## src/rtl/gcd_datapath.sv

```systemverilog
// gcd_datapath: the datapath half of a subtract-based Euclid GCD engine.
// The controller drives one strobe per cycle. This block holds the operand
// registers A and B and the difference register D. It returns registered
// compare flags to the controller and presents the final GCD with a
// one-cycle valid pulse.
//
// Ports:
//   clk, rst          clock; asynchronous active-low reset
//   a_in, b_in        operands, sampled on ld
//   ld, comp, alu     load / compare / subtract strobes
//   a_sel, b_sel      write D into A / B
//   ans_en            capture the result into gcd_out
//   a_eq_b/lt/gt      registered compare flags
//   gcd_out           result register
//   gcd_valid         one-cycle pulse after gcd_out is written
//   proto_err         sticky; set when more than one strobe is high in a cycle
//   iter_cnt          (GCD_ITER_COUNT_EN only) saturating count of A/B writes
//
// Optional feature macro: GCD_ITER_COUNT_EN
module gcd_datapath #(
    parameter int WIDTH = 8
) (
    input  logic             clk,
    input  logic             rst,
    input  logic [WIDTH-1:0] a_in,
    input  logic [WIDTH-1:0] b_in,
    input  logic             ld,
    input  logic             comp,
    input  logic             alu,
    input  logic             a_sel,
    input  logic             b_sel,
    input  logic             ans_en,
    output logic             a_eq_b,
    output logic             a_lt_b,
    output logic             a_gt_b,
    output logic [WIDTH-1:0] gcd_out,
    output logic             gcd_valid,
    output logic             proto_err
`ifdef GCD_ITER_COUNT_EN
    ,
    output logic [WIDTH-1:0] iter_cnt
`endif
);

    logic [WIDTH-1:0] a_q, b_q, d_q;
    logic [5:0]       stb;
    logic             multi_stb;
    logic             any_zero;

    assign stb       = {ld, comp, alu, a_sel, b_sel, ans_en};
    // Clearing the lowest set bit leaves something only when two or more bits are set.
    assign multi_stb = (stb & (stb - 6'd1)) != 6'd0;
    assign any_zero  = (a_q == '0) || (b_q == '0);

    always_ff @(posedge clk or negedge rst) begin
        if (!rst) begin
            a_q       <= '0;
            b_q       <= '0;
            d_q       <= '0;
            gcd_out   <= '0;
            a_eq_b    <= 1'b0;
            a_lt_b    <= 1'b0;
            a_gt_b    <= 1'b0;
            gcd_valid <= 1'b0;
            proto_err <= 1'b0;
        end else begin
            gcd_valid <= 1'b0;
            if (multi_stb)
                proto_err <= 1'b1;

            // Only the highest-priority strobe acts.
            if (ld) begin
                a_q    <= a_in;
                b_q    <= b_in;
                a_eq_b <= 1'b0;
                a_lt_b <= 1'b0;
                a_gt_b <= 1'b0;
            end else if (a_sel) begin
                a_q <= d_q;
            end else if (b_sel) begin
                b_q <= d_q;
            end else if (alu) begin
                // The subtraction direction follows the registered flags, so
                // the smaller operand is always taken from the larger one.
                if (a_eq_b)
                    d_q <= '0;
                else if (a_gt_b)
                    d_q <= a_q - b_q;
                else
                    d_q <= b_q - a_q;
            end else if (comp) begin
                // A zero operand reports "equal" so the controller terminates.
                a_eq_b <= any_zero || (a_q == b_q);
                a_lt_b <= !any_zero && (a_q < b_q);
                a_gt_b <= !any_zero && (a_q > b_q);
            end else if (ans_en) begin
                gcd_out   <= any_zero ? (a_q | b_q) : a_q;
                gcd_valid <= 1'b1;
            end
        end
    end

`ifdef GCD_ITER_COUNT_EN
    // Counts accepted operand writes (a_sel or b_sel without ld). The count
    // saturates at all-ones.
    always_ff @(posedge clk or negedge rst) begin
        if (!rst)
            iter_cnt <= '0;
        else if (ld)
            iter_cnt <= '0;
        else if ((a_sel || b_sel) && (iter_cnt != '1))
            iter_cnt <= iter_cnt + 1'b1;
    end
`endif

endmodule

```

## config.mk

```make
export PLATFORM = sky130hd
export DESIGN_NAME = gcd_datapath
export DESIGN_NICKNAME = d
export VERILOG_FILES = /design/src/rtl/gcd_datapath.sv
export SDC_FILE = /design/constraint.sdc
export NUM_CORES = 1
export LEC_CHECK = 0
export ABC_AREA = 0
export CAP_MARGIN = 20
export CORE_ASPECT_RATIO = 0.6
export CORE_UTILIZATION = 23
export CTS_BUF_LIST = sky130_fd_sc_hd__clkbuf_4 sky130_fd_sc_hd__clkbuf_8
export CTS_CLUSTER_DIAMETER = 150
export CTS_CLUSTER_SIZE = 40
export DETAILED_ROUTE_END_ITERATION = 8
export DONT_BUFFER_PORTS = 1
export SYNTH_ARGS = -nofsm -noshare
export SYNTH_HDL_FRONTEND = slang
export SYNTH_SLANG_ARGS = --single-unit
```

## constraint.sdc

```tcl
create_clock -name clk -period 2 [get_ports clk]
set_clock_uncertainty 0.05 [all_clocks]
set_input_delay 0.6 -clock clk [delete_from_list [all_inputs] [get_ports clk]]
set_output_delay 0.6 -clock clk [all_outputs]
set_load 0.02 [all_outputs]
```

Yosys cells after proc, flatten, opt, wreduce, memory -nomap -nowiden. Index checks and enable logic that the tools add are counted.

Input bits: 24. Register bits after elaboration: 37. Logic and storage cells: 69. Output and inout bits: 13.

Multiplexer cells: 29. Bitwise gates (word level): 7. Order comparisons: 2. Reduce and logical (&&, ||, !) cells: 15. Equality and inequality tests: 4. Add/subtract/negate cells: 3.

Operators with widths (number): $mux W8 (8); $mux W1 (21); $logic_not A8 Y1 (2); $sub A8 B8 Y8 (2); $eq A8 B8 Y1 (1); $gt A8 B8 Y1 (1); $lt A8 B8 Y1 (1); $or A8 B8 Y8 (1); $reduce_and A4 Y1 (2); $and A6 B6 Y6 (1); $ne A2 B2 Y1 const B (3); $reduce_and A6 Y1 (1); $reduce_bool A2 Y1 (3); $reduce_bool A6 Y1 (1); $sub A6 B1 Y6 const B (1); $not A1 Y1 (5); $logic_and A1 B1 Y1 (2); $logic_or A1 B1 Y1 (2); $reduce_and A2 Y1 (1); $logic_not A1 Y1 (1).

Longest topological paths before layout.
Word-level depth: 9. Depth in mapped cells: 9. Depth with buffers taken out: 9.

Worst setup path after synthesis. OpenSTA, ideal clock, no wires.

Path type: reg-to-reg. Start point: register a_q[0]. End point: register d_q[4]. Setup time: 0.110 ns. Period minus slack after synthesis: 1.961 ns. Arrival: 1.801 ns. Setup slack: 0.039 ns. Data required time: 1.840 ns. Path buffers: 0. Stages on the path, launching flop included: 10. Cell sequence: dfrtp_1 -> inv_1 -> ha_1 -> inv_1 -> fa_1 -> nand2b_1 -> a21oi_1 -> nor3_1 -> nor3_1 -> o41ai_1.

Word-level cells in the longest chain between the ends: 3. Elaborated cells between the ends (all ways): 4.

RTL lines: start: declaration (line 45) `logic [WIDTH-1:0] a_q, b_q, d_q;`; start signal: assignment (line 73) `a_q <= a_in;`; start signal: assignment (line 79) `a_q <= d_q;`; $sub A8 B8 Y8 (on tied branches) (line 90, 88); $mux W8 * (line 87) `else if (a_gt_b)`; $mux W8 * (line 85) `if (a_eq_b)`; end signal: assignment (line 88) `d_q <= a_q - b_q;`; end signal: assignment (line 90) `d_q <= b_q - a_q;`; end: declaration (line 45).

Every way passes the cells marked *; elsewhere a longest branch is shown, timed or not. A chain may end at the register's enable or synchronous reset.

Worst setup path after layout.
Start point: register a_q[0]. End point: register d_q[6].

The elaborated chain is that of the path after synthesis.

==> impl_metrics.py <==
metrics = {
    "yosys": {
        "ys.flop_type": "dfrtp_1",
        "ys_ff_latch": 37,
        "synth_async_sr_flop_share": 1.00,
        "yosys_warnings": 0,
        "synth_area_um2": 2470,
        "syn_nets": 305,
        "yosysSeqAreaShare": 0.375,
        "postSynthCellCount": 256,
        "synth_cell_types": 42,
        "synth.avg_cell_area_um2": 9.65,
        "synth-edff-count": 0,
    },
    "global_route": {
        "overflow": 0,
        "met1_usage": 0.207,
        "use_met3": 0.0488,
        "antenna_found_initial": 0,
        "met2_usage": 0.193,
        "grt_start_max_net_pins": 38,
        "grt_pass1_wl_um": 11600,
        "grt_pass1_vias": 2159,
        "top_usage_layer": "met1",
        "gr-usage-all-layers": 0.141,
    },
    "outcome": {
        "status": "finished, violations left",
        "failed_checks": "negative setup slack",
    },
    "die": {
        "boundaryPins": 37,
        "start_util": 0.243,
        "fp.dieArea_um2": 11200,
        "die-width_um": 136,
        "core_area_um2": 10200,
        "rows": 28,
        "die_y_um": 82.3,
    },
    "clocking": {
        "tritoncts": "yes",
        "clock_sinks": 37,
        "cts_buffer_depth": 2,
        "clk_pin_slew_ns": 0.08,
        "cts_made_buffers": 5,
        "htree_num_levels": 2,
        "clockRootBuffer": "clkbuf_8",
        "clock_latency_ns": 0.31,
    },
    "cells_and_area": {
        "multi_input_area_um2": 1590,
        "fin_cells": 437,
        "drive_gt1_frac": 0.331,
        "diodes": 0,
        "syn_to_final_growth_pct": 33.1,
        "final_common_cell": "buf_4",
        "num-fill-cells": 1054,
        "nets": 350,
        "layout_common_cells": "43 x buf_4, 37 x dfrtp_1, 26 x mux2i_1, 26 x nand2_1, 22 x o21ai_0",
        "seqCellArea_um2": 926,
    },
    "pwr": {
        "seqPwrFrac": 0.375,
        "clkPwrFrac": 0.210,
        "internal_power_mw": 1.79,
        "swShare": 0.376,
        "p_comb_frac": 0.415,
        "cellPowerDensity_nw_per_um2": 875,
        "power_mw": 2.88,
        "switchingPower_mw": 1.08,
        "power.leakage_nw": 1.47,
        "ir_drop_uv": 387,
    },
    "routing": {
        "drtIter0Drc": 95,
        "wire_per_inst_um": 17.4,
        "vias_per_cell": 4.82,
        "first_pass_iters": 4,
        "ant_nets": 0,
        "wirelength_um": 7590,
        "drc": 0,
        "num_vias": 2105,
    },
    "place": {
        "place_congestion": 0.920,
        "post-place-ws_ns": -0.161,
        "dpl.hpwl_um": 5700,
        "numPortBuffers": 0,
        "dp.cells": 424,
    },
    "worst_setup_path": {
        "rrSetupSlack_ns": -0.05,
        "criticalPathCategory": "reg -> reg",
        "end_kind": "flop",
        "critPathArrivalTime_ns": 2.22,
        "reg2reg_from": "a_q[0]",
        "required_ns": 2.17,
        "start_kind": "flop",
        "crit_fanout": 4,
        "rr_worst_depth": 9,
        "timing.rr.end": "d_q[6]",
    },
    "sta": {
        "hold_violations": 0,
        "setup_viol": 1,
        "maxSlewViolCount": 0,
        "hold_ws_ns": 0.0757,
        "clock.fmax_mhz": 488,
        "min_period_over_period": 1.03,
        "tightest_slew_ns": 0.624,
        "fin_crit_ns": 2.05,
        "rsz0062_at_grt": "yes",
        "relSlewSlack": 0.584,
        "setup_slack_ns": -0.0501,
        "tns_ns": -0.0501,
    },
    "hold_path": {
        "hp-class": "in -> async",
    },
    "flow_run": {
        "cap_violations": 0,
    },
}
## cells in the mapped netlist (3+ instances only)
| master | instances | area (um2) |
|---|---|---|
| a21oi_1 | 11 | 55.1 |
| nor3_1 | 6 | 30.0 |
| mux2i_1 | 27 | 270 |
| ha_1 | 23 | 288 |
| nand2b_1 | 3 | 18.8 |
| clkbuf_1 | 3 | 11.3 |
| buf_2 | 4 | 20.0 |
| dfrtp_1 | 37 | 926 |
| nor2_1 | 4 | 15.0 |
| nor4_1 | 6 | 37.5 |
| o21ai_0 | 23 | 115 |
| or3_1 | 3 | 18.8 |
| mux2_2 | 7 | 78.8 |
| inv_1 | 26 | 97.6 |
| nand2_1 | 26 | 97.6 |
| or2_1 | 3 | 18.8 |
| a211oi_1 | 7 | 52.6 |
## critical path, stage by stage (launching register included)
cell and delay [ns]:
dfrtp_1 0.39, inv_2 0.07, ha_4 0.16, inv_2 0.05, fa_2 0.19, nand2b_1 0.08
a21oi_2 0.25, nor3_4 0.07, or4_1 0.47, o211ai_1 0.19
## cell families after synthesis
kind of cell    after synthesis  share of synthesized area
compound gates               62                      0.163
simple gates                 58                      0.118
buf+inv                      37                     0.0598
flops                        37                      0.375
mux                          34                      0.141
fa+ha+maj                    26                      0.137
xor+xnor                      2                    0.00709
## power groups by stage
| stage | logic (mW) | registers (mW) | clock network, mW |
|---|---|---|---|
| 6_report | 1.19 | 1.08 | 0.605 |
| 5_1_grt | 1.30 | 1.10 | 0.654 |
| 4_1_cts | 1.05 | 1.08 | 0.622 |
| 3_5_place_dp | 0.975 | 1.09 | 0 |
| 3_3_place_gp | 0.961 | 1.08 | 0 |
| 2_1_floorplan | 0.587 | 1.06 | 0 |
## sequential cells by signal, indices dropped and copies added (netlist names)
name	flops
a_q	8
b_q	8
d_q	8
a_lt_b	1
gcd_valid	1
proto_err	1
a_gt_b	1
a_eq_b	1
gcd_out	8
## worst max path at each step
stage | start | end | slack (ns) | depth (start not counted)
global route | a_q[0] | d_q[6] | -0.12 | 9
finish | a_q[0] | d_q[6] | -0.05 | 9
global placement | a_q[0] | d_q[4] | -0.04 | 9
CTS | a_q[0] | d_q[6] | -0.001 | 8
floorplan | a_q[0] | d_q[4] | 0.04 | 9
detailed placement | a_q[0] | d_q[4] | -0.16 | 9
## what timing repair did
item | CTS | global route
hold endpoints to repair | 37 | 0
pin swaps | 7 | 8
setup buffers | 1 | 3
gates cloned | 0 | 0
gates resized for setup | 20 | 19
hold buffers | 1 | 0
endpoints found under the setup margin | 6 | 16
## layout make-up
cell class,count,share of cell area
clock inverters,1,0.00152
inverters,28,0.0320
well taps,135,0.0514
flip-flops and latches,37,0.282
clock buffers,7,0.0293
multi-input cells,182,0.484
repair buffers,47,0.120
## per-layer routing
layer | share of wire | wire length, um
met5 | 0 | 0
met1 | 0.51 | 3870
met3 | 0.090 | 682
met2 | 0.39 | 2990
met4 | 0.0072 | 55
## metrics by stage
stage	util	area [um2]
floorplan	-	2470
global placement	0.289	2940
detailed placement	0.289	2940
CTS	0.309	3140
global route	0.324	3290
finish	0.324	3290
No activity file was read; power rests on OpenSTA's default activity.
